<file path="config.mk">
export PLATFORM = sky130hd
export DESIGN_NAME = key_debounce_multi_flat
export DESIGN_NICKNAME = d
export VERILOG_FILES = /design/src/rtl/key_debounce_multi_pkg.sv /design/src/rtl/key_debounce_multi_if.sv /design/src/rtl/key_debounce_multi_chan.sv /design/src/rtl/key_debounce_multi.sv /design/src/flat_wrapper.sv
export SDC_FILE = /design/constraint.sdc
export NUM_CORES = 1
export LEC_CHECK = 0
export ABC_AREA = 1
export CAP_MARGIN = 20
export CORE_AREA = 2 2 159 122
export DETAILED_ROUTE_END_ITERATION = 16
export DIE_AREA = 0 0 161 124
export PLACE_DENSITY_LB_ADDON = 0.1
export RECOVER_POWER = 25
export SLEW_MARGIN = 40
export SYNTH_ARGS = -nofsm -noshare
export SYNTH_HDL_FRONTEND = slang
export SYNTH_SLANG_ARGS = --single-unit
</file>
<file path="constraint.sdc">
create_clock -name SYSCLK -period 5.4 [get_ports SYSCLK]
set_input_delay 0.81 -clock SYSCLK [delete_from_list [all_inputs] [get_ports SYSCLK]]
set_output_delay 0.81 -clock SYSCLK [all_outputs]
set_load 0.02 [all_outputs]
</file>
<file path="src/rtl/key_debounce_multi_pkg.sv">
// Shared types and helpers for the multi-key debouncer.
// Latency: n/a (declarations only).
// Backpressure: n/a.
package key_debounce_multi_pkg;

  typedef enum logic [1:0] {
    ST_IDLE    = 2'd0,
    ST_PRESS_W = 2'd1,
    ST_HELD    = 2'd2,
    ST_REL_W   = 2'd3
  } deb_state_t;

  localparam int DEF_N_KEYS       = 4;
  localparam int DEF_DEBOUNCE_CYC = 10;
  localparam int DEF_LONG_CYC     = 1000;
  localparam int DEF_KEY_ACT_LOW  = 1;
  localparam int DEF_LONG_EN      = 1;

  // Width of both counters; must hold the saturated hold count LONG_CYC.
  function automatic int cnt_w(input int long_cyc);
    return $clog2(long_cyc + 1);
  endfunction

endpackage

</file>
<file path="src/rtl/key_debounce_multi_if.sv">
// Key pins in, conditioned per-key levels and event pulses out.
// Latency: n/a (wiring only).
// Backpressure: none; events are fire-and-forget pulses.
interface key_debounce_multi_if
  import key_debounce_multi_pkg::*;
#(
  parameter int N_KEYS = DEF_N_KEYS
);
  logic [N_KEYS-1:0] Key;
  logic [N_KEYS-1:0] key_level;
  logic [N_KEYS-1:0] press_pulse;
  logic [N_KEYS-1:0] release_pulse;
  logic [N_KEYS-1:0] long_pulse;
  logic [N_KEYS-1:0] sel;

  modport master (
    output Key,
    input  key_level, press_pulse, release_pulse, long_pulse, sel
  );

  modport slave (
    input  Key,
    output key_level, press_pulse, release_pulse, long_pulse, sel
  );
endinterface

</file>
<file path="src/rtl/key_debounce_multi_chan.sv">
// One key channel: 2-FF sync, press/release debounce FSM, hold counter, registered outputs.
// Latency: press/release pulse DEBOUNCE_CYC+2 edges after the first edge sampling a stable pin.
// Backpressure: none; pulses are single-cycle and cannot be stalled.
module key_debounce_multi_chan
  import key_debounce_multi_pkg::*;
#(
  parameter int DEBOUNCE_CYC = DEF_DEBOUNCE_CYC,
  parameter int LONG_CYC     = DEF_LONG_CYC,
  parameter int LONG_EN      = DEF_LONG_EN
) (
  input  logic SYSCLK,
  input  logic RST,
  input  logic k_raw,
  output logic key_level,
  output logic press_pulse,
  output logic release_pulse,
  output logic long_pulse,
  output logic sel
);

  localparam int              CNT_W   = cnt_w(LONG_CYC);
  localparam logic [CNT_W-1:0] CNT_ONE = CNT_W'(1);
  localparam logic [CNT_W-1:0] D_LAST  = CNT_W'(DEBOUNCE_CYC - 1);
  localparam logic [CNT_W-1:0] L_LAST  = CNT_W'(LONG_CYC - 1);
  localparam logic [CNT_W-1:0] L_MAX   = CNT_W'(LONG_CYC);
  localparam bit              ONE_CYC = (DEBOUNCE_CYC == 1);
  localparam bit              LONG_ON = (LONG_EN != 0);

  logic [1:0]       sync_q;
  logic             k_act;
  deb_state_t       state_q, state_d;
  logic [CNT_W-1:0] dcnt_q, dcnt_d;
  logic [CNT_W-1:0] lcnt_q, lcnt_d, lcnt_inc;
  logic             long_done_q, long_done_d;
  logic             level_d, sel_d, press_d, rel_d, long_d;
  logic             long_hit;

  always_ff @(posedge SYSCLK or posedge RST) begin
    if (RST) sync_q <= 2'b00;
    else     sync_q <= {sync_q[0], k_raw};
  end

  assign k_act = sync_q[1];

  always_ff @(posedge SYSCLK or posedge RST) begin
    if (RST) begin
      state_q       <= ST_IDLE;
      dcnt_q        <= '0;
      lcnt_q        <= '0;
      long_done_q   <= 1'b0;
      key_level     <= 1'b0;
      sel           <= 1'b0;
      press_pulse   <= 1'b0;
      release_pulse <= 1'b0;
      long_pulse    <= 1'b0;
    end else begin
      state_q       <= state_d;
      dcnt_q        <= dcnt_d;
      lcnt_q        <= lcnt_d;
      long_done_q   <= long_done_d;
      key_level     <= level_d;
      sel           <= sel_d;
      press_pulse   <= press_d;
      release_pulse <= rel_d;
      long_pulse    <= long_d;
    end
  end

  assign lcnt_inc = (lcnt_q == L_MAX) ? lcnt_q : lcnt_q + CNT_ONE;
  assign long_hit = LONG_ON && !long_done_q && (lcnt_q == L_LAST);

  // dcnt counts stable cycles already observed, so the cycle that leaves
  // IDLE/HELD is the first one and DEBOUNCE_CYC=1 confirms straight away.
  always_comb begin
    state_d     = state_q;
    dcnt_d      = dcnt_q;
    lcnt_d      = lcnt_q;
    long_done_d = long_done_q;
    level_d     = key_level;
    sel_d       = sel;
    press_d     = 1'b0;
    rel_d       = 1'b0;
    long_d      = 1'b0;
    case (state_q)
      ST_IDLE: begin
        if (k_act) begin
          if (ONE_CYC) begin
            state_d     = ST_HELD;
            press_d     = 1'b1;
            level_d     = 1'b1;
            lcnt_d      = '0;
            long_done_d = 1'b0;
          end else begin
            state_d = ST_PRESS_W;
            dcnt_d  = CNT_ONE;
          end
        end
      end
      ST_PRESS_W: begin
        if (!k_act) begin
          state_d = ST_IDLE;
        end else if (dcnt_q == D_LAST) begin
          state_d     = ST_HELD;
          press_d     = 1'b1;
          level_d     = 1'b1;
          lcnt_d      = '0;
          long_done_d = 1'b0;
        end else begin
          dcnt_d = dcnt_q + CNT_ONE;
        end
      end
      ST_HELD: begin
        lcnt_d = lcnt_inc;
        if (!k_act && ONE_CYC) begin
          state_d = ST_IDLE;
          rel_d   = 1'b1;
          level_d = 1'b0;
          if (!long_done_q) sel_d = ~sel;
        end else begin
          if (long_hit) begin
            long_d      = 1'b1;
            long_done_d = 1'b1;
          end
          if (!k_act) begin
            state_d = ST_REL_W;
            dcnt_d  = CNT_ONE;
          end
        end
      end
      ST_REL_W: begin
        lcnt_d = lcnt_inc;
        // A release confirming on the same cycle the hold limit is reached counts as short.
        if (!k_act && (dcnt_q == D_LAST)) begin
          state_d = ST_IDLE;
          rel_d   = 1'b1;
          level_d = 1'b0;
          if (!long_done_q) sel_d = ~sel;
        end else begin
          if (long_hit) begin
            long_d      = 1'b1;
            long_done_d = 1'b1;
          end
          if (k_act) state_d = ST_HELD;
          else       dcnt_d  = dcnt_q + CNT_ONE;
        end
      end
      default: state_d = ST_IDLE;
    endcase
  end

endmodule

</file>
<file path="src/rtl/key_debounce_multi.sv">
// N independent key conditioners with pin polarity normalised to 1 = pressed.
// Latency: DEBOUNCE_CYC+2 SYSCLK edges from first stable pin sample to press/release pulse.
// Backpressure: none; all outputs are registered pulses/levels.
module key_debounce_multi
  import key_debounce_multi_pkg::*;
#(
  parameter int N_KEYS       = DEF_N_KEYS,
  parameter int DEBOUNCE_CYC = DEF_DEBOUNCE_CYC,
  parameter int LONG_CYC     = DEF_LONG_CYC,
  parameter int KEY_ACT_LOW  = DEF_KEY_ACT_LOW,
  parameter int LONG_EN      = DEF_LONG_EN
) (
  input  logic                 SYSCLK,
  input  logic                 RST,
  key_debounce_multi_if.slave  kif
);

  localparam bit INV = (KEY_ACT_LOW != 0);

  logic [N_KEYS-1:0] k_raw;
  logic [N_KEYS-1:0] level_w, press_w, rel_w, long_w, sel_w;

  assign k_raw = kif.Key ^ {N_KEYS{INV}};

  for (genvar g = 0; g < N_KEYS; g++) begin : g_chan
    key_debounce_multi_chan #(
      .DEBOUNCE_CYC (DEBOUNCE_CYC),
      .LONG_CYC     (LONG_CYC),
      .LONG_EN      (LONG_EN)
    ) u_chan (
      .SYSCLK        (SYSCLK),
      .RST           (RST),
      .k_raw         (k_raw[g]),
      .key_level     (level_w[g]),
      .press_pulse   (press_w[g]),
      .release_pulse (rel_w[g]),
      .long_pulse    (long_w[g]),
      .sel           (sel_w[g])
    );
  end

  assign kif.key_level     = level_w;
  assign kif.press_pulse   = press_w;
  assign kif.release_pulse = rel_w;
  assign kif.long_pulse    = long_w;
  assign kif.sel           = sel_w;

endmodule

</file>
<file path="src/flat_wrapper.sv">
// flat-port wrapper written by rule: the top's interface ports become plain ports
module key_debounce_multi_flat import key_debounce_multi_pkg::*;
#(
  parameter int N_KEYS       = DEF_N_KEYS,
  parameter int DEBOUNCE_CYC = DEF_DEBOUNCE_CYC,
  parameter int LONG_CYC     = DEF_LONG_CYC,
  parameter int KEY_ACT_LOW  = DEF_KEY_ACT_LOW,
  parameter int LONG_EN      = DEF_LONG_EN
)
  (SYSCLK, RST, kif_Key, kif_key_level, kif_press_pulse, kif_release_pulse, kif_long_pulse, kif_sel);
  key_debounce_multi_if #(.N_KEYS(N_KEYS)) kif_i ();
  input  logic SYSCLK;
  input  logic RST;
  input wire logic [$bits(kif_i.Key)-1:0] kif_Key;
  output wire logic [$bits(kif_i.key_level)-1:0] kif_key_level;
  output wire logic [$bits(kif_i.press_pulse)-1:0] kif_press_pulse;
  output wire logic [$bits(kif_i.release_pulse)-1:0] kif_release_pulse;
  output wire logic [$bits(kif_i.long_pulse)-1:0] kif_long_pulse;
  output wire logic [$bits(kif_i.sel)-1:0] kif_sel;
  assign kif_i.Key = kif_Key;
  assign kif_key_level = kif_i.key_level;
  assign kif_press_pulse = kif_i.press_pulse;
  assign kif_release_pulse = kif_i.release_pulse;
  assign kif_long_pulse = kif_i.long_pulse;
  assign kif_sel = kif_i.sel;
  key_debounce_multi #(.N_KEYS(N_KEYS), .DEBOUNCE_CYC(DEBOUNCE_CYC), .LONG_CYC(LONG_CYC), .KEY_ACT_LOW(KEY_ACT_LOW), .LONG_EN(LONG_EN)) u_core (.SYSCLK(SYSCLK), .RST(RST), .kif(kif_i));
endmodule
</file>
# Word-level counts from Yosys, hierarchy flattened
# Cells that the tools add are included.
classes:
  add_sub_neg: 8
  n_eq_ne: 68
  muxes: 140
  bitwise_logic: 9
  reduce_logical: 60
op_table:
  columns: ["operator", "n"]
  rows:
  - ["10-bit two-way mux", 36]
  - ["10-bit one-hot mux with 4 select lines", 4]
  - ["10-bit by 1-bit adder with 10-bit output (second input constant)", 8]
  - ["10-bit equality test (second input constant)", 8]
  - ["10-bit one-hot mux with 2 select lines", 4]
  - ["2-bit != test (second input constant)", 36]
  - ["4-bit AND reduction", 16]
  - ["1-bit two-way mux", 56]
  - ["2-bit two-way mux", 24]
  - ["10-bit by 4-bit equality test with 1-bit output (second input constant)", 4]
  - ["2-bit one-hot mux with 4 select lines", 4]
  - ["3-bit != test (second input constant)", 8]
  - ["6-bit AND reduction", 4]
  - ["2-bit equality test (second input constant)", 8]
  - ["1-bit one-hot mux with 2 select lines", 8]
  - ["2-bit nonzero test", 8]
  - ["1-bit one-hot mux with 3 select lines", 4]
  - ["3-bit AND reduction", 4]
  - ["3-bit nonzero test", 4]
  - ["2-bit by 1-bit equality test with 1-bit output (second input constant)", 4]
  - ["1-bit logical AND", 8]
  - ["1-bit logical NOT", 8]
  - ["2-bit logical NOT", 4]
  - ["1-bit NOT", 8]
  - ["2 further kinds", 5]
word_totals:
  ff_bits: 120
  inputBits: 6
  word_cells: 325

# Depth between registers and ports, before layout
logic_depth:
  depth_word: 5
  ltp_mapped: 11

# Modules after synthesis
# Synthesis repeated with hierarchy kept, for this count alone.
unflattened:
  cells_unflattened: 1032
  area_unflattened_um2: 7438.4
by_module_without_submodules:
  columns: ["module", "instances", "cells_each", "area_per_inst_um2", "seq_area_each_um2"]
  rows:
  - ["key_debounce_multi_chan at u_core.g_chan[1].u_chan", 1, 261, 1911.8, 750.7]
  - ["key_debounce_multi_chan at u_core.g_chan[2].u_chan", 1, 262, 1885.6, 750.7]
  - ["key_debounce_multi_chan at u_core.g_chan[0].u_chan", 1, 258, 1845.5, 750.7]
  - ["key_debounce_multi_chan at u_core.g_chan[3].u_chan", 1, 247, 1780.5, 750.7]
  - ["key_debounce_multi", 1, 4, 15.0, 0.0]

# Worst setup path after synthesis
# OpenSTA, ideal clock, no wires.
synth_timing:
  kind: "register to register"
  start: "reg u_core.g_chan[0].u_chan.dcnt_q[0]"
  end: "reg u_core.g_chan[0].u_chan.dcnt_q[3]"
  setup_time_ps: 126
  arrival_time_ps: 1296
  path_slack_ps: 3978
  path_stages_with_launch: 10
  path_buffers: 1
  cell_sequence: "dfrtp_1 > ha_1 > nand2_1 > inv_1 > nand3_2 > nor2_4 > nand2_2 > nand2_4 > buf_6 > o21ai_0"
synth_via:
  elab_chain_len: 4
  elab_cells_between_ends: 11
  cone_classes: "add/sub (1); eq/ne (3); mux (5); reduce/logical (2)"
synth_lines:
  columns: ["item", "line_no", "source"]
  rows:
  - ["start: declaration", "key_debounce_multi_chan.sv:32", "logic [CNT_W-1:0] dcnt_q, dcnt_d;"]
  - ["start signal: assignment", "key_debounce_multi_chan.sv:58", "dcnt_q <= dcnt_d;"]
  - ["10-bit by 1-bit adder with 10-bit output or 10-bit by 4-bit equality test with 1-bit output (tied branches)", null, null]
  - ["10-bit two-way mux (tied with other cells)", "key_debounce_multi_chan.sv:143", "if (k_act) state_d = ST_HELD;"]
  - ["10-bit two-way mux (tied with other cells)", "key_debounce_multi_chan.sv:133", "if (!k_act && (dcnt_q == D_LAST)) begin"]
  - ["10-bit one-hot mux with 4 select lines or 6-bit AND reduction (tied branches)", null, null]
# Several ways; a longest one is shown, not always the timed one. The select of a mux whose other input is x is not followed.
# A chain may end at the register's enable or synchronous reset.

# Final worst setup path
layout_timing:
  start: "reg u_core.g_chan[0].u_chan.sel"
  end: "out kif_sel[0]"
layout_lines:
  columns: ["item", "line_no", "source"]
  rows:
  - ["start: declaration", "key_debounce_multi_chan.sv:18", "output logic sel"]
  - ["start signal: assignment", "key_debounce_multi_chan.sv:62", "sel <= sel_d;"]
  - ["end: declaration", "flat_wrapper.sv:19", "output wire logic [$bits(kif_i.sel)-1:0] kif_sel;"]
# No word-level cell between the ends.

==> flow_results.org <==
** Clocking
- The tree built by TritonCTS fans out to 120 sinks.
- The number of hold buffers added after CTS was 0.
- Once the clock tree was built, the resizer swapped 0 gates to a different size.
- H-Tree Depth :: 4
- Total setup buffers inserted after CTS :: 0
- Number of buffers added by the clock tree synthesis step :: 17
- Clock insertion delay at the later pin of the skew report :: 0.41 ns
- TritonCTS clock tree :: yes
- No sink is reached through more buffers than the 2 on the longest clock path.
- Clock slew seen by the registers of the worst setup and hold paths :: 0.05 ns
- CTS placed an instance of clkbuf_16 at the clock tree root.

** Worst setup path
- In this run the worst setup path begins at u_core.g_chan[0].u_chan.sel.
- In this run the number of cells on the critical path is 1.
- Reg-to-reg setup timing slack :: 3.51 ns
- At the worst endpoint, the arrival time is 1.40 ns.
- Path depth of the worst reg2reg path :: 7
- CP Class :: reg2out
- Worst path slowest cell :: clkdlybuf4s50_1
- Maximum fanout count along the critical path :: 3
- Launch point of the worst reg-to-reg path :: u_core.g_chan[2].u_chan.dcnt_q[0]
- For the worst setup path, the data required time is 4.59 ns.
- The worst setup path is captured at an output pin.
- The number of buffers and inverters on the critical path is 1.
- Ordered list of cells on the worst path :: clkdlybuf4s50_1
- Critical Path Source Type :: flop
- The cell family contributing the most delay on the critical path is buffers and inverters.
- The largest single stage delay on the critical path is 0.61 ns.

** Status
- Run status :: finished clean

** Synth
- Leading cell types by total area after synthesis :: dfrtp_1, nand2_1, nand3_1
- Number of synthesis warnings :: 0
- Distinct cells, synth :: 35
- Number of storage elements in the synthesis netlist :: 120
- Of the post-synthesis cell area, the dominant cell type holds 0.411.
- Main synth FF type :: dfrtp_1
- Cell type with the highest aggregate area in the netlist :: dfrtp_1
- Synth Area per Inst :: 7.12 um^2
- Counting flops with a built-in enable in the synthesized netlist gives 0.
- Syn_nets :: 1047
- Counting flops with an async set or reset pin after synthesis yields a share of 1.00.
- Cell count after synthesis :: 1025
- Share of the yosys chip area belonging to registers :: 0.411
- Syn Std Cell Area :: 7300 um^2

** Detailed routing
- The routed design has 14800 um of wire.
- Dividing the detail-routed via count by the number of cells gives 4.56.
- Residual DRC :: 0
- Count of routing violations after the opening detailed-route iteration :: 360
- After detailed routing, the average wire length per cell comes to 11.5 um.
- Routed via count :: 5867
- Before antenna repair, the detailed router went through 5 iterations.
- Number of nets still failing antenna checks after routing :: 0

** STA
- Headroom to the max-slew limit came out at 0.582.
- Hold Violations, Final :: 0
- Clock Skews :: 0.00705 ns
- The smallest clock period supported by the final layout is computed as 2.21 ns.
- Setup violations remaining at the end of the flow were counted as 0.
- At the pin with the least slew margin, the transition time is 0.626 ns.
- Derived from the worst setup path, the maximum achievable clock frequency is 453 MHz.
- Final worst-path cycle share :: 0.409
- Setup WS post-layout :: 3.19 ns
- Adding up every negative setup slack in the final design gives 0 ns.
- Setup repair after global routing left no endpoint under its margin.
- The final count of pins violating max slew came to 0.
- On the final layout, the worst hold slack is 0.346 ns.

** Floorplanning
- Measured along the y axis, the die boundary spans 124 um.
- Pin placement for this block handled 26 I/O pins.
- Overall die area :: 20000 um^2
- The initial utilization of the core area, before any placement, comes to 0.399.
- Core outline area :: 18300 um^2
- Row generation in the floorplan step produced 43 rows.
- Die width :: 161 um

** Global routing
- The via count of the first global-routing pass is 5308.
- Entering global routing, the biggest net connects 86 pins.
- Global-route total usage across every layer :: 0.160
- Number of antenna violations at the first check in global routing :: 0
- The first global-routing pass estimated 25700 um of wire.
- The total overflow left after global routing is 0.

** Layout
- Area grow syn2layout :: 12.2%
- The repair_antennas step left the layout with diodes totalling 0.
- Across the whole layout, storage elements account for 3000 um^2.
- The final layout contains 1053 nets.
- Area used by multi-input combinational logic :: 3470 um^2
- Share of cells above drive strength 1 :: 0.0701
- Fill cell total of the finished layout :: 1859

** Min path
- Kind of path behind the tightest hold check :: reg2reg
- In this run the most critical hold path is launched from u_core.g_chan[0].u_chan.sync_q[0].
- Number of stages on the worst hold path :: 0

** Power
- Power per Cell Area :: 355 nW/um^2
- In this run the static leakage power is 4.01 nW.
- Highest ir drop seen on vdd :: 0.000211 V

** Placement
- Final RePlAce weighted congestion :: 0.780
- Before CTS, the worst setup slack after placement is 2.96 ns.
- Input and output buffers added on the ports amount to 25.
- Final HPWL DP :: 10200 um

** Job
- Max-cap violations in this run came to 0.
## report_power, final
group | leakage, nW | switching (mW) | internal, mW
clock network | 0.307 | 0.393 | 0.798
logic | 2.08 | 0.368 | 0.184
registers | 1.62 | 0.166 | 0.999
## path summary, 6_finish.rpt
path / to
setup / recovery: kif_sel[0]
hold / removal: u_core.g_chan[0].u_chan.sync_q[1]
setup reg to reg: u_core.g_chan[2].u_chan.lcnt_q[6]
hold reg to reg: u_core.g_chan[0].u_chan.sync_q[1]
max in group asynchronous: u_core.g_chan[2].u_chan.dcnt_q[0]
min in group asynchronous: u_core.g_chan[0].u_chan.lcnt_q[7]
## Yosys cell counts, types with 2 or more instances
cell,count
or2_2,7
o21ai_1,9
o21bai_1,2
buf_6,6
a21o_1,2
nor2_4,4
clkbuf_1,3
ha_1,16
nor2_1,110
nand4_1,23
buf_4,23
nand3_2,5
a21oi_1,14
dfrtp_1,120
buf_2,7
nor3b_1,4
nand2_2,5
inv_1,135
inv_2,2
nor2_2,8
o21ai_0,36
o21ai_2,3
nor3_1,15
nand2_4,7
nand3_1,108
nand2_1,325
xor2_1,13
nand3b_1,6
## worst reg2reg max path, stage by stage, from the launching register on
cell and delay, ns:
dfrtp_1 0.47, ha_1 0.18, nand4_1 0.12, nor2_1 0.33
nand3_2 0.34, nand2_4 0.25, nand2_1 0.08, nand2_1 0.06
## state kept, by name (all words and copies together), names as in the netlist
signal                              count
u_core.g_chan.u_chan.lcnt_q            40
u_core.g_chan.u_chan.state_q            8
u_core.g_chan.u_chan.key_level          4
u_core.g_chan.u_chan.long_pulse         4
u_core.g_chan.u_chan.dcnt_q            40
u_core.g_chan.u_chan.press_pulse        4
u_core.g_chan.u_chan.long_done_q        4
u_core.g_chan.u_chan.release_pulse      4
u_core.g_chan.u_chan.sync_q             8
u_core.g_chan.u_chan.sel                4
## cell type report
cell class | instances | share of cell area
multi-input cells | 727 | 0.424
repair buffers | 26 | 0.0315
clock buffers | 20 | 0.0570
flip-flops and latches | 120 | 0.367
inverters | 139 | 0.0649
well taps | 247 | 0.0377
clock inverters | 9 | 0.0182
## metal layers
layer / up-vias / global-route usage / part of all wire
li1: 3219 / - / -
met4: 0 / 0.0508 / 0.010
met1: 2564 / 0.236 / 0.56
met3: 14 / 0.0460 / 0.032
met2: 70 / 0.223 / 0.39
met5: - / 0 / 0
## placed cells by master, fill, tap and decap left out, drive strengths merged, types with 2 or more instances in the layout
master,n
a21oi,14
nand4,23
nor2,122
clkdlybuf4s50,20
inv,138
dlygate4sd3,5
xor2,13
or2,7
nor3b,4
a21o,2
o21ai,48
ha,16
nand2,337
dfrtp,120
nand3,114
bufinv,4
o21bai,2
clkinv,6
nor3,16
nand3b,6
clkbuf,20
## stage by stage
step / utilization / area [um^2] / cells / power, mW
after CTS: 0.448 / 8200 / 1288 / 2.95
after global placement: 0.415 / 7580 / 1259 / 1.74
after floorplan: - / 7300 / 1025 / 1.62
final: 0.448 / 8190 / 1288 / 2.91
after detailed placement: 0.415 / 7580 / 1259 / 1.74
after global routing: 0.448 / 8190 / 1288 / 3.11
## logic make-up after synthesis
kind of cell	count (synthesis)	share of synthesized area
and+or+nand+nor	630	0.384
xor gates and xnor gates	13	0.0156
buffers and inverters	178	0.111
DFF	120	0.411
adders and majority gates	16	0.0274
AOI/OAI and AO/OA	68	0.0501
Power figures use the tool's default switching activity.
==> RTL edit 1: new RTL, same flow settings <==
Reset style: synchronous (`RST`), changed in 2 clocked blocks.
--- a/src/rtl/key_debounce_multi_chan.sv
+++ b/src/rtl/key_debounce_multi_chan.sv
@@ -35,14 +35,14 @@
   logic             level_d, sel_d, press_d, rel_d, long_d;
   logic             long_hit;
 
-  always_ff @(posedge SYSCLK or posedge RST) begin
+  always_ff @(posedge SYSCLK) begin
     if (RST) sync_q <= 2'b00;
     else     sync_q <= {sync_q[0], k_raw};
   end
 
   assign k_act = sync_q[1];
 
-  always_ff @(posedge SYSCLK or posedge RST) begin
+  always_ff @(posedge SYSCLK) begin
     if (RST) begin
       state_q       <= ST_IDLE;
       dcnt_q        <= '0;
Behaviour: same outputs for any inputs over 10 cycles, from zero or initial values and one cycle with RST high; that may be too few to reach the edited logic, so the function may still have changed.
==> RTL edit 1 against the original RTL <==
  * Via count down 4.1%
  * Count of clock-buffer cells in the layout up 2
  * Non-clock buffer count up 1
  * Synthesized cell count down 6.5%
  * Final area down 10%
  * Area after synthesis down 11%
  * Core utilization down 4.7 points
  * Critical path type is now input port to flop
  * Maximum frequency down 1.2%
  * Sequential cell count unchanged
  * Wire length down 1.9%
  * Clock skew about the same
  * Setup slack worse by 0.027 ns
  * First-iteration DRC count up 14%
Power is not compared: it rests on default switching activity, and its combinational part moved more than twofold at a synthesized area within 25%.
==> RTL edit 1: results (changes against the original RTL) <==
- Post-detailed-route wirelength per cell: 11.8 um (+3.1%)
- Main synth FF type: dfxtp_1
- Via-to-Cell Ratio: 4.59 (+0.78%)
- Largest regs: u_core.g_chan.u_chan.dcnt_q x40, u_core.g_chan.u_chan.lcnt_q x40
- Worst hold path class: flop to flop
- Clock slew at reported path FFs: 0.05 ns (about the same)
- Gr usage total: 0.155 (-0.00503)
- Synth Instances: 958 (-6.5%)
- Net Count, Synth: 980 (-6.4%)
- Setup Fix Bufs, Post-CTS: 0 (unchanged)
- WP data arrival: 2.54 ns (+1.14 ns)
- CTS buffer count: 17 (unchanged)
- Reg2reg path depth: 8 (+1)
- Crit path to: u_core.g_chan[1].u_chan.lcnt_q[0]
- Gpl congestion: 0.805 (+3.1%)
- Final clock skew: 0.00707 ns (+0.0000170 ns)
- Vias in the first global route: 5019 (-5.4%)
- Share of cells above drive strength 1: 0.0746 (+0.00444)
- Synth area leaders: dfxtp_1 37%, nand2_1 13%, nor2_1 7.5%, inv_1 7.3%, nand3_1 7.1%
- Initial antenna violation count: 0 (unchanged)
- Netlist cell types: 41 (+17%)
- Max-cap violation count: 0 (unchanged)
- I/O Buffers: 25 (unchanged)
- Worst Path Max Fanout: 44 (+41)
- Area Overhead vs Synth: 13.3%
- Status: complete, no violations
- Ys Warns: 0 (unchanged)
- Post-synth ARST share: 0 (-1.00)
- Logic pwr share: 0.025
- Slew @ Worst Pin: 1.41 ns (+0.784 ns)
- CTS root buf: clkbuf_16
- Nets: 988 (-6.2%)
- Sequential area share after synthesis: 0.371 (-0.0402)
- R2R Setup Slk: 3.47 ns (-0.04 ns)
- RR Endpoint: u_core.g_chan[0].u_chan.lcnt_q[1]
- Diode count: 0 (unchanged)
- Clock Latency Late Sink: 0.41 ns (about the same)
- Initial DRC Count: 409 (+14%)
- Largest net degree at the start of global routing: 70 (-19%)
- R2r startpoint: u_core.g_chan[0].u_chan.dcnt_q[0]
- Fillers: 1971 (+6.0%)
- Top cells by count, synth: 218 x nand2_1, 130 x nor2_1, 125 x inv_1
- First-pass GRT wire length: 24900 um (-2.8%)
- Placed Cells: 1193 (-5.2%)
- DP HPWL: 10000 um (-1.8%)
- Post-DP Area: 6780 um2 (-11%)
- Vias: 5628 (-4.1%)
- Critical Path Source: RST
[RTL edit 1: cell types whose count changed after synthesis, moves of 5 or more]
cell / unedited run / this run
dfrtp_1: 120 / 0
dfxtp_1: 0 / 120
nand2_1: 325 / 218
a21oi_1: 14 / 69
nor2_1: 110 / 130
nand3_1: 108 / 92
inv_1: 135 / 125
nor3_1: 15 / 25
o21ai_0: 36 / 26
a21oi_2: 0 / 6
o21ai_1: 9 / 4
or2_2: 7 / 2
xor2_1: 13 / 8
[RTL edit 1: final cells by class]
class                           instances  share of cell area
Timing Repair Buffer                   27              0.0365
Clock inverter                         10              0.0171
Multi-Input combinational cell        669               0.446
Inverter                              131              0.0671
Clock buffer                           22              0.0633
Sequential cell                       120               0.328
Tap cell                              247              0.0421
[RTL edit 1: routing by layer]
layer  GRT usage  share of wire  up-vias
met4      0.0452         0.0077        0
met2       0.209           0.38       78
met1       0.236           0.57     2467
li1            -              -     3073
met5           0              0        -
met3      0.0400          0.040       10
[RTL edit 1: kinds of logic after synthesis]
kind of cell	count (synthesis)	synth area share
AND/OR/NAND/NOR	531	0.373
flip-flops	120	0.371
XOR/XNOR	9	0.0151
AO/OA/AOI/OAI	113	0.0942
buffers and inverters	169	0.116
adder cells (fa/ha/maj)	16	0.0309
[RTL edit 1: worst max-delay path: stages]
cell      delay (ns)
clkbuf_1        0.12
clkbuf_1        1.05
buf_12          0.33
a21oi_1         0.07
o21ai_1         0.08
inv_1           0.05
[RTL edit 1: worst min-delay path by stage]
| stage | from | end | slack [ns] | depth (start not counted) |
|---|---|---|---|---|
| 3_5_place_dp | u_core.g_chan[2].u_chan.sync_q[0] | u_core.g_chan[2].u_chan.sync_q[1] | 0.40 | 2 |
| 6_report | u_core.g_chan[2].u_chan.sync_q[0] | u_core.g_chan[2].u_chan.sync_q[1] | 0.40 | 2 |
| 5_1_grt | u_core.g_chan[3].u_chan.sync_q[0] | u_core.g_chan[3].u_chan.sync_q[1] | 0.42 | 2 |
| 4_1_cts | u_core.g_chan[2].u_chan.sync_q[0] | u_core.g_chan[2].u_chan.sync_q[1] | 0.40 | 2 |
| 3_3_place_gp | u_core.g_chan[1].u_chan.sync_q[0] | u_core.g_chan[1].u_chan.sync_q[1] | 0.40 | 2 |
| 2_1_floorplan | u_core.g_chan[0].u_chan.sync_q[0] | u_core.g_chan[0].u_chan.sync_q[1] | 0.39 | 2 |
[RTL edit 1: metrics by stage]
| stage | power, mW | setup WS (ns) |
|---|---|---|
| floorplan | 0.956 | 3.65 |
| global placement | 0.972 | 3.11 |
| detailed placement | 0.972 | 3.22 |
| CTS | 2.13 | 3.15 |
| global route | 2.18 | 3.01 |
| finish | 2.10 | 3.17 |
==> RTL edit 2: new RTL, config.mk and constraints unchanged <==
Without the edit above. `DEF_LONG_CYC`: 1000 -> 500.
--- a/src/rtl/key_debounce_multi_pkg.sv
+++ b/src/rtl/key_debounce_multi_pkg.sv
@@ -12,7 +12,7 @@
 
   localparam int DEF_N_KEYS       = 4;
   localparam int DEF_DEBOUNCE_CYC = 10;
-  localparam int DEF_LONG_CYC     = 1000;
+  localparam int DEF_LONG_CYC     = 500;
   localparam int DEF_KEY_ACT_LOW  = 1;
   localparam int DEF_LONG_EN      = 1;
 
Check against the original RTL: same outputs for any inputs over 10 cycles, from zero or initial values and one cycle with RST high; that may be too few to reach the edited logic, so the function may still have changed.
==> RTL edit 2 against the original RTL <==
  * Register-to-register slack got worse by 0.17 ns
  * Critical endpoint is now kif_sel[2]
  * Wire length fell by 10%
  * Setup slack improved by 0.018 ns
  * Sequential cell count fell by 8
  * Synthesized cell count fell by 9.1%
  * First-iteration DRC count fell by 18%
  * Final area fell by 10%
  * Highest routed layer unchanged
  * Area after synthesis fell by 7.6%
  * Die area did not move
  * Clock skew rose by 0.00066 ns
  * Total power fell by 16%
==> RTL edit 2: results (changes against the original RTL) <==
- Reg area: 2800 um2 (-6.7%)
- Gr usage total: 0.144 (-0.0160)
- Clock Latency Late Sink: 0.36 ns (-0.05 ns)
- Layout clock area frac: 0.0438 (-0.0314)
- Clock slew at reported path FFs: 0.07 ns (+0.02 ns)
- Net Count, Synth: 954 (-8.9%)
- Max frequency: 457 MHz (+0.83%)
- CP max stage delay: 0.64 ns (+0.03 ns)
- WP data arrival: 1.38 ns (-0.02 ns)
- Vias in the first global route: 4772 (-10%)
- Met1 wire length: 7170 um (-14%)
- DP HPWL: 9240 um (-9.3%)
- Multi-Input Combinational: 642 (-12%)
- Met2 usage: 0.208 (-0.0150)
- Synth Instances: 932 (-9.1%)
- Top cells by count, synth: 305 x nand2_1, 119 x inv_1, 112 x dfrtp_1
- Maximum VDD drop: 0.000145 V (-32%)
- Pre-CTS worst setup slack: 3.01 ns (+0.0540 ns)
- Gpl congestion: 0.796 (+1.9%)
- First-pass GRT wire length: 23500 um (-8.6%)
- Post-detailed-route wirelength per cell: 11.2 um (-2.5%)
- Sink Count: 112 (-6.7%)
- Fillers: 1906 (+2.5%)
- Synth area leaders: dfrtp_1 42%, nand2_1 17%, inv_1 6.6%, nand3_1 6.5%, nor2_1 4.3%
- Via-to-Cell Ratio: 4.47 (-1.8%)
- Share of cells above drive strength 1: 0.0930 (+0.0229)
- Reg2reg path depth: 8 (+1)
- Vias: 5289 (-9.9%)
- # clk buffers: 10 (-50%)
- Placed Cells: 1166 (-7.4%)
- Status: complete, no violations
-- RTL edit 2: how the worst max path moves through the flow --
stage               cells past startpoint                                 to                          startpoint
detailed placement                      3  u_core.g_chan[3].u_chan.sync_q[0]                                 RST
global placement                        3  u_core.g_chan[3].u_chan.sync_q[0]                                 RST
floorplan                               1  u_core.g_chan[0].u_chan.dcnt_q[0]                                 RST
global route                            8  u_core.g_chan[0].u_chan.lcnt_q[6]  u_core.g_chan[0].u_chan.state_q[1]
CTS                                     1                         kif_sel[2]         u_core.g_chan[2].u_chan.sel
finish                                  1                         kif_sel[2]         u_core.g_chan[2].u_chan.sel
-- RTL edit 2: kinds of logic (layout without fill, tap and decap cells) --
group                    Yosys count  after routing  share of synthesized area
AND/OR/NAND/NOR                  550            550                      0.364
XOR/XNOR                          10             10                     0.0130
AO/OA/AOI/OAI                     66             66                     0.0586
adder cells (fa/ha/maj)           16             16                     0.0297
flip-flops                       112            112                      0.416
buffers and inverters            178            181                      0.119
-- RTL edit 2: worst register-to-register path, cell delays in order (launching register included) --
cell and delay [ns]:
dfrtp_1 0.61, inv_2 0.15, nand2_1 0.09, nand2_1 0.07
nor2_2 0.18, nand4_1 0.45, nand2_1 0.30, nand2_1 0.08
nand2_1 0.07
-- RTL edit 2: metrics by stage --
step / total power [mW] / area [um2]
detailed placement: 1.74 / 7040
floorplan: 1.61 / 6740
CTS: 2.49 / 7360
global route: 2.63 / 7340
global placement: 1.75 / 7030
finish: 2.44 / 7340
-- RTL edit 2: power by group --
group / total [mW] / internal, mW / switching [mW] / leakage (nW)
registers: 1.07 / 0.927 / 0.144 / 1.52
logic: 0.638 / 0.197 / 0.441 / 1.95
clock network: 0.731 / 0.417 / 0.314 / 0.158
total: 2.44 / 1.54 / 0.899 / 3.63
